## config.mk

```make
export PLATFORM = sky130hd
export DESIGN_NAME = seven_seg_scan
export DESIGN_NICKNAME = d
export VERILOG_FILES = /design/src/rtl/seven_seg_scan.sv
export SDC_FILE = /design/constraint.sdc
export NUM_CORES = 1
export LEC_CHECK = 0
export BUFFER_PORTS_ARGS = -buffer_cell sky130_fd_sc_hd__buf_2
export CAP_MARGIN = 15
export CORE_UTILIZATION = 60
export CTS_CLUSTER_DIAMETER = 60
export DETAILED_ROUTE_END_ITERATION = 10
export PLACE_DENSITY = 0.82
export SYNTH_ARGS = -nofsm -noshare
export SYNTH_HDL_FRONTEND = slang
export SYNTH_SLANG_ARGS = --single-unit
```

## constraint.sdc

```tcl
create_clock -name clk -period 6.24 [get_ports clk]
set_clock_uncertainty 0.15 [all_clocks]
set_input_delay 1.56 -clock clk [delete_from_list [all_inputs] [get_ports clk]]
set_output_delay 1.56 -clock clk [all_outputs]
set_load 0.01 [all_outputs]
```

## src/rtl/seven_seg_scan.sv

```systemverilog
// seven_seg_scan -- time-multiplexed scan controller for a common-anode,
// multi-digit 7-segment display.
//
// A single hex decoder is shared by all NDIG digits. Each digit is shown for
// DIV cycles, preceded by BLANK_CYC cycles with every digit dark to suppress
// ghosting. A value written through load is held in a staging register and
// copied to the display (shadow) register only at the frame boundary, so a
// frame never shows a mix of old and new digits.
//
// Ports:
//   clk         system clock, rising edge
//   rst_n       asynchronous reset, active low
//   load        1-cycle strobe: stage value/dp_in
//   value       hex nibbles, [3:0] = digit 0
//   dp_in       decimal points, bit i = digit i, 1 = lit
//   lz_en       suppress leading zeros (live level)
//   seg_n       segments {g..a}, active low
//   dp_n        decimal point, active low
//   an_n        digit enables, active low
//   load_ack    1-cycle pulse: staged value committed
//   pending     staged value is waiting for the frame boundary
//   frame_tick  1-cycle pulse in the last cycle of every frame
module seven_seg_scan #(
  parameter int NDIG      = 4,
  parameter int DIV       = 50000,
  parameter int BLANK_CYC = 2
) (
  input  logic                clk,
  input  logic                rst_n,
  input  logic                load,
  input  logic [4*NDIG-1:0]   value,
  input  logic [NDIG-1:0]     dp_in,
  input  logic                lz_en,
  output logic [6:0]          seg_n,
  output logic                dp_n,
  output logic [NDIG-1:0]     an_n,
  output logic                load_ack,
  output logic                pending,
  output logic                frame_tick
);

  localparam int CNT_MAX = (DIV > BLANK_CYC) ? DIV : BLANK_CYC;
  localparam int CW      = (CNT_MAX > 1) ? $clog2(CNT_MAX) : 1;
  localparam int DW      = (NDIG > 1) ? $clog2(NDIG) : 1;

  // Reload values: the counter runs down to zero, so a state lasting N
  // cycles is loaded with N-1.
  localparam logic [CW-1:0] SHOW_LD  = CW'(DIV - 1);
  localparam logic [CW-1:0] BLANK_LD = CW'((BLANK_CYC > 0) ? BLANK_CYC - 1 : 0);
  localparam logic [DW-1:0] LAST_DIG = DW'(NDIG - 1);

  typedef enum logic {
    ST_BLANK = 1'b0,
    ST_SHOW  = 1'b1
  } state_t;

  state_t            state, state_nxt;
  logic [DW-1:0]     digit, digit_nxt;
  logic [CW-1:0]     cnt, cnt_nxt;

  logic [4*NDIG-1:0] stage, shadow;
  logic [NDIG-1:0]   stage_dp, shadow_dp;

  logic [3:0]        cur_nib;
  logic              upper_zero;

  // Hex nibble to active-low segments {g,f,e,d,c,b,a}.
  function automatic logic [6:0] hex_to_seg(input logic [3:0] nib);
    case (nib)
      4'h0:    hex_to_seg = 7'h40;
      4'h1:    hex_to_seg = 7'h79;
      4'h2:    hex_to_seg = 7'h24;
      4'h3:    hex_to_seg = 7'h30;
      4'h4:    hex_to_seg = 7'h19;
      4'h5:    hex_to_seg = 7'h12;
      4'h6:    hex_to_seg = 7'h02;
      4'h7:    hex_to_seg = 7'h78;
      4'h8:    hex_to_seg = 7'h00;
      4'h9:    hex_to_seg = 7'h10;
      4'hA:    hex_to_seg = 7'h08;
      4'hB:    hex_to_seg = 7'h03;
      4'hC:    hex_to_seg = 7'h46;
      4'hD:    hex_to_seg = 7'h21;
      4'hE:    hex_to_seg = 7'h06;
      default: hex_to_seg = 7'h0E;
    endcase
  endfunction

  // Scan state register.
  always_ff @(posedge clk or negedge rst_n) begin
    if (!rst_n) begin
      state <= ST_BLANK;
      digit <= '0;
      cnt   <= '0;
    end else begin
      state <= state_nxt;
      digit <= digit_nxt;
      cnt   <= cnt_nxt;
    end
  end

  // Next-state logic. With BLANK_CYC=0 SHOW chains directly into the next
  // digit's SHOW; only the reset state itself spends a cycle in BLANK.
  always_comb begin
    state_nxt = state;
    digit_nxt = digit;
    cnt_nxt   = cnt - CW'(1);
    case (state)
      ST_BLANK: begin
        if (cnt == '0) begin
          state_nxt = ST_SHOW;
          cnt_nxt   = SHOW_LD;
        end
      end
      ST_SHOW: begin
        if (cnt == '0) begin
          digit_nxt = (digit == LAST_DIG) ? '0 : digit + DW'(1);
          if (BLANK_CYC > 0) begin
            state_nxt = ST_BLANK;
            cnt_nxt   = BLANK_LD;
          end else begin
            cnt_nxt   = SHOW_LD;
          end
        end
      end
      default: begin
        state_nxt = ST_BLANK;
        cnt_nxt   = '0;
      end
    endcase
  end

  assign frame_tick = (state == ST_SHOW) && (cnt == '0) && (digit == LAST_DIG);

  // Load/commit handshake. A load in the boundary cycle leaves pending set
  // while the previous stage contents move to shadow.
  always_ff @(posedge clk or negedge rst_n) begin
    if (!rst_n) begin
      stage     <= '0;
      stage_dp  <= '0;
      shadow    <= '0;
      shadow_dp <= '0;
      pending   <= 1'b0;
      load_ack  <= 1'b0;
    end else begin
      load_ack <= frame_tick && pending;
      if (frame_tick && pending) begin
        shadow    <= stage;
        shadow_dp <= stage_dp;
      end
      if (load) begin
        stage    <= value;
        stage_dp <= dp_in;
        pending  <= 1'b1;
      end else if (frame_tick) begin
        pending  <= 1'b0;
      end
    end
  end

  // Display outputs. A digit above 0 is a leading zero when it and every
  // more significant nibble are zero.
  always_comb begin
    an_n       = '1;
    seg_n      = 7'h7F;
    dp_n       = 1'b1;
    cur_nib    = shadow[4*digit +: 4];
    upper_zero = 1'b1;
    for (int j = 0; j < NDIG; j++) begin
      if ((j >= int'(digit)) && (shadow[4*j +: 4] != 4'h0)) upper_zero = 1'b0;
    end
    if (state == ST_SHOW) begin
      an_n[digit] = 1'b0;
      dp_n        = ~shadow_dp[digit];
      if (lz_en && (digit != '0) && upper_zero) seg_n = 7'h7F;
      else                                      seg_n = hex_to_seg(cur_nib);
    end
  end

endmodule
```

# Yosys cells after proc, flatten, opt, wreduce, memory -nomap -nowiden
# Memory sizes are Yosys's and may differ from the RTL's.
# Cells that the tools add are included.
[word_totals]
ff_bits = 61
rom_bits = 112
inputBits = 24
output_inout_bits = 15
wordCells = 60
memories = 1
[mem_list]
columns = ["memory", "words", "width", "rd", "rd_ports_with_merged_regs", "wr", "line_no", "source"]
rows = [
  ["(no name shown)", 16, 7, 1, 0, 0, "69", "case (nib)"],
]
[classes]
add_sub_neg = 2
magnitude_cmp = 5
n_eq_ne = 1
shifts = 1
mux = 21
bitwise_logic = 3
reduce_logical = 17
[ops]
columns = ["operator", "n"]
rows = [
  ["16-bit 2-to-1 mux", 2],
  ["16-bit case mux with 2 select lines", 1],
  ["16-bit logical NOT", 1],
  ["4-bit nonzero test", 4],
  ["16-bit by 5-bit variable part select with 4-bit output", 1],
  ["16-bit by 1-bit subtractor with 16-bit output (second input constant)", 1],
  ["7-bit 2-to-1 mux", 2],
  ["1-bit 2-to-1 mux", 11],
  ["1-bit logical AND", 9],
  ["1-bit by 2-bit >= comparator with 1-bit output (first input constant)", 2],
  ["4-bit 2-to-1 mux", 1],
  ["4-bit inverter", 1],
  ["2-bit nonzero test", 2],
  ["2-bit by 3-bit < comparator with 1-bit output (second input constant)", 1],
  ["2-bit by 1-bit adder with 2-bit output (second input constant)", 1],
  ["1-bit binary-select mux with 2-bit select", 1],
  ["1-bit demux with 2-bit select", 1],
  ["2-bit equality test (second input constant)", 1],
  ["2-bit by 1-bit >= comparator with 1-bit output (second input constant)", 1],
  ["2-bit >= comparator (first input constant)", 1],
  ["2-bit 2-to-1 mux", 1],
  ["1-bit inverter", 2],
  ["1-bit case mux with 2 select lines", 1],
  ["2-bit AND reduction", 1],
]

# Longest topological paths before layout
[depth]
word_depth = 9
depth_mapped = 11
ltp_nobuf = 10

# Worst setup path after synthesis
# OpenSTA, ideal clock, no wires.
[synth_timing]
path_type = "in2out"
startpoint = "input lz_en"
endpoint = "output seg_n[3]"
arrival_ps = 2741
required_time_ps = 4530
slack_ps = 1789
path_stages = 3
path_buffers = 0
path_cell_list = "or4b_2 > o41a_1 > o21ai_0"
[synth_between]
elab_chain_cells = 4
[synth_lines]
columns = ["item", "line_no", "source"]
rows = [
  ["start, declared", "33", "input logic lz_en,"],
  ["1-bit logical AND (2 in series)", "175", "if (lz_en && (digit != '0) && upper_zero) seg_n = 7'h7F;"],
  ["7-bit 2-to-1 mux", "175", ""],
  ["7-bit 2-to-1 mux", "172", "if (state == ST_SHOW) begin"],
  ["end, declared", "34", "output logic [6:0] seg_n,"],
]
# Every way passes these cells.

# Worst setup path in the final report
[layout_timing]
startpoint = "input lz_en"
endpoint = "output seg_n[0]"
# The elaborated chain is that of the path after synthesis.

==> results.txt <==
In this run the power density over the cells is 238 mW/mm^2. Grouping stages by cell kind, the critical path spends the most delay in compound AO/OA/AOI/OAI gates. The hold buffer count at CTS is 0. The slew of the pin with the lowest slew margin is 0.901 ns. STA classifies the critical path endpoint as an output pin.

The TritonCTS clock tree is yes. The final number of hold-violating endpoints is 0. Among all stages on the critical path, the largest delay is contributed by or4b_2.

The total detailed-routing wirelength came out at 5.61 mm. In this run the worst hold path is classified as flop to flop. The cell area after synthesis is 0.00308 mm^2. Setup violations remaining at the end of the flow were counted as 0. The share of synthesized area spent on multiplexers is 19.7%.

The die height is 73.7 um. The initial antenna violation count is 0. The number of top-level design ports is 39.

The number of buffers inserted by post-CTS setup repair came out at 0. For this run, global-route usage on met3 was measured as 7.41%. The number of antenna diodes in the final layout is 0.

Combinational cells account for 3.8% of the total power. The clock latency at the later pin of the worst-skew pair is 0.34 ns. The remaining antenna violation count came out at 0. The cell count after synthesis is 256.

The average vias per placed instance came out at 5.56. The synthesized-area fraction occupied by adder cells is 5.69%. By instance count, the cell type seen most on the critical path is buf_2. The worst-case clock buffer depth came out at 2. The starting utilization of the core area came out at 63.9%. The post-synthesis cell type count is 37. The violation count after the first detailed-route iteration is 92. The first-pass iteration count of the detailed router is 4. The switching part of the total power came out at 20.0%. The count of final max-slew check failures was 0. The sequential fraction of the synthesis area came out at 49.6%. In this run the tool buffered the top-level ports with 38 buffer cells. Cell internal power was estimated by the tool at 0.000673 W. The routing usage on met1 came out at 31.1%. In this run the critical register-to-register path is launched from cnt[0]. The tree is rooted in a clkbuf_8. The total area inside the core boundary comes to 0.00482 mm^2.

The total number of clock tree sinks came out at 61. The total number of H-tree levels came out at 3. The number of global-route vias before repair is 1989.

The post-route setup TNS came out at 0 ns. The critical path buffer and inverter count came out at 2. The clock network is responsible for 46.8% of the overall power.

The Yosys warning count came out at 0. The number of buffers added by the clock tree synthesis step came out at 9. After detailed routing, the average wire length per cell comes to 15.3 um. The via count of the routed design came out at 2040. The run finished with clean final reports. The area growth from synthesis to layout came out at 14.8%.

After synthesis, the largest family of logic cells by area is multiplexers. The critical path goes through buf_2 > or4b_2 > o41a_1 > o31ai_1 > buf_2. The number of synthesized register bits is 61. Data on the critical path arrives at its endpoint at 3.01 ns.

The most heavily used metal layer in global routing is met2. The critical path startpoint category is an input port. The maximum achievable frequency came out at 0.212 GHz.

The simple-gate portion of the synthesized area is 12.6%. The beginning of the critical path is lz_en. For this run, the slowest stage of the critical path takes 0.58 ns.

The required time of the worst setup path came out at 4.53 ns. The portion of the clock cycle consumed by the worst path in the final layout is 75.7%. The final critical path time including I/O delays and setup is 4.72 ns.

The overall die area came out at 0.00542 mm^2. The leakage power summed over all cells came out at 1.68 nW. The fraction of final layout cells sized beyond drive strength 1 came out at 36.3%. The startpoint-to-endpoint class of the critical path is input port to output pin.

The switching power of the nets is 0.000168 W. At the end of the flow, the number of nets in the layout was 333. The mean area per synthesized cell came out at 12.0 um^2. The remaining routing DRC violations came out at 0. The number of maximum-capacitance violations is 0.

The wire length of the first global-routing pass is 9.38 mm. The worst relative slew slack is 39.8%. In this run the most critical hold path is launched from stage[15]. The count of cells resized by post-cts repair came out at 0. Sequential cells account for 49.4% of the total power. The final RePlAce weighted congestion came out at 0.816. The pin count of the biggest net entering global routing is 62. Summed over all layers, the global routing overflow is 0. After detailed placement, the total cell area comes to 0.00331 mm^2.

The post-CTS clock slew at the launch and capture registers of the worst setup and hold paths came out at 0.07 ns. The peak ir drop on the vdd network came out at 217 uV. After floorplanning, the core was divided into 25 placement rows. The synthesized netlist devotes 5.24% of its cell area to compound gates. The die span in x came out at 73.7 um. When the netlist entered floorplanning its net count stood at 294. After legalization and detailed placement, the total HPWL measured 3.89 mm.

The total non-filler cell area in the finished layout is 0.00354 mm^2. In the global route stage, met2 resource usage came out at 38.4%. The parity-gate share of the synthesized area counting xor and xnor cells came out at 4.26%. The global-route usage over all layers is 24.0%. Setup repair after global routing left no endpoint under its margin. The biggest fanout along the worst timing path is 7.
-- cells in the mapped netlist, drive strengths merged --
cell	count	area (um^2)
o221ai	1	8.76
xor2	9	78.8
nand3b	2	15.0
nor2b	1	6.26
o22ai	1	6.26
nand2b	2	12.5
xnor2	6	52.6
or4	3	22.5
o41a	1	11.3
o21ai	5	25.0
nor4	6	52.6
or2	3	18.8
nor4b	1	8.76
and2	1	6.26
o21a	1	7.51
ha	14	175
o31ai	1	7.51
or3	2	15.0
nor3	7	35.0
buf	4	26.3
dfrtp	61	1530
clkbuf	7	26.3
and3	1	6.26
a22o	2	17.5
inv	10	37.5
o211ai	2	15.0
or4b	2	20.0
nand2	18	67.6
nor2	13	48.8
nor3b	3	22.5
nand3	6	30.0
mux4	6	135
mux2	42	473
a21oi	11	55.1
a21o	1	7.51
-- registers in the layout, indices dropped and copies added (netlist names) --
signal	flops
digit	2
load_ack	1
state	1
shadow_dp	4
stage_dp	4
stage	16
pending	1
cnt	16
shadow	16
-- metal layers --
metal | wire length, um | up-vias
met2 | 2760 | 43
li1 | - | 991
met1 | 2520 | 1000
met4 | 75 | 0
met3 | 260 | 6
met5 | 0 | -
-- power groups by stage --
stage                     sequential (W)  combinational [W]  clock, W
after floorplan                 0.000420          0.0000157         0
after global placement          0.000422          0.0000307         0
after detailed placement        0.000423          0.0000327         0
after CTS                       0.000415          0.0000328  0.000399
after global routing            0.000417          0.0000358  0.000414
final                           0.000415          0.0000320  0.000394
-- layout by cell type, fill, tap and decap left out, types with 2 or more instances in the layout --
master      n
a22o_1      2
xnor2_1     6
a21oi_1    11
o211ai_1    2
nor3b_1     3
nand3b_1    2
clkbuf_1    2
xor2_1      9
nand2b_1    2
nor4_1      5
or4b_2      2
nand2_1    18
nor3_1      7
bufinv_16   2
ha_1       14
dfrtp_1    61
or4_1       3
mux4_2      6
inv_1      10
or2_2       3
buf_2      38
nor2_1     13
clkbuf_8   11
o21ai_0     5
or3_2       2
mux2_2     42
nand3_1     6
-- worst reg2reg max path, stage by stage, from the launching register on --
cell and delay (ns):
dfrtp_1 0.43, inv_1 0.10, ha_1 0.21, nor3b_1 0.40, nand3_1 0.35, inv_1 0.13
ha_1 0.22, nand2_1 0.12, inv_1 0.10, nand2_1 0.53, mux2_2 0.50
-- kinds of logic after synthesis --
logic type | after synthesis
multiplexers | 48
AND/OR/NAND/NOR | 71
XOR/XNOR | 15
flip-flops | 61
AO/OA/AOI/OAI | 26
buffers and inverters | 21
adder cells (fa/ha/maj) | 14
-- final cells by class --
class,count,area (um^2)
clock buffer,13,159
fill,342,1280
inverter,10,37.5
multi-input combinational,174,1460
sequential,61,1530
timing repair buffer,39,198
clock inverter,3,67.6
tap,67,83.8
-- final timing paths --
check | slack [ns] | endpoint | cells past startpoint
worst max-delay path | 1.52 | seg_n[0] | 5
min in group asynchronous | 1.21 | cnt[11] | 2
worst max register to register | 2.86 | shadow[14] | 10
worst min register to register | 0.35 | shadow[15] | 1
max in group asynchronous | 4.22 | shadow_dp[3] | 2
worst min-delay path | 0.35 | shadow[15] | 1
-- per-stage QoR --
step	utilization, %	total power [W]	instances	hold WS, ns	setup slack, ns
after floorplan	-	0.000436	256	0.324	1.79
after global placement	68.7	0.000452	351	0.333	1.55
after detailed placement	68.7	0.000455	351	0.342	1.52
after CTS	73.4	0.000847	367	0.356	1.52
after global routing	73.4	0.000867	367	0.369	1.45
final	73.4	0.000841	367	0.348	1.52
No activity file was read; power rests on OpenSTA's default activity.
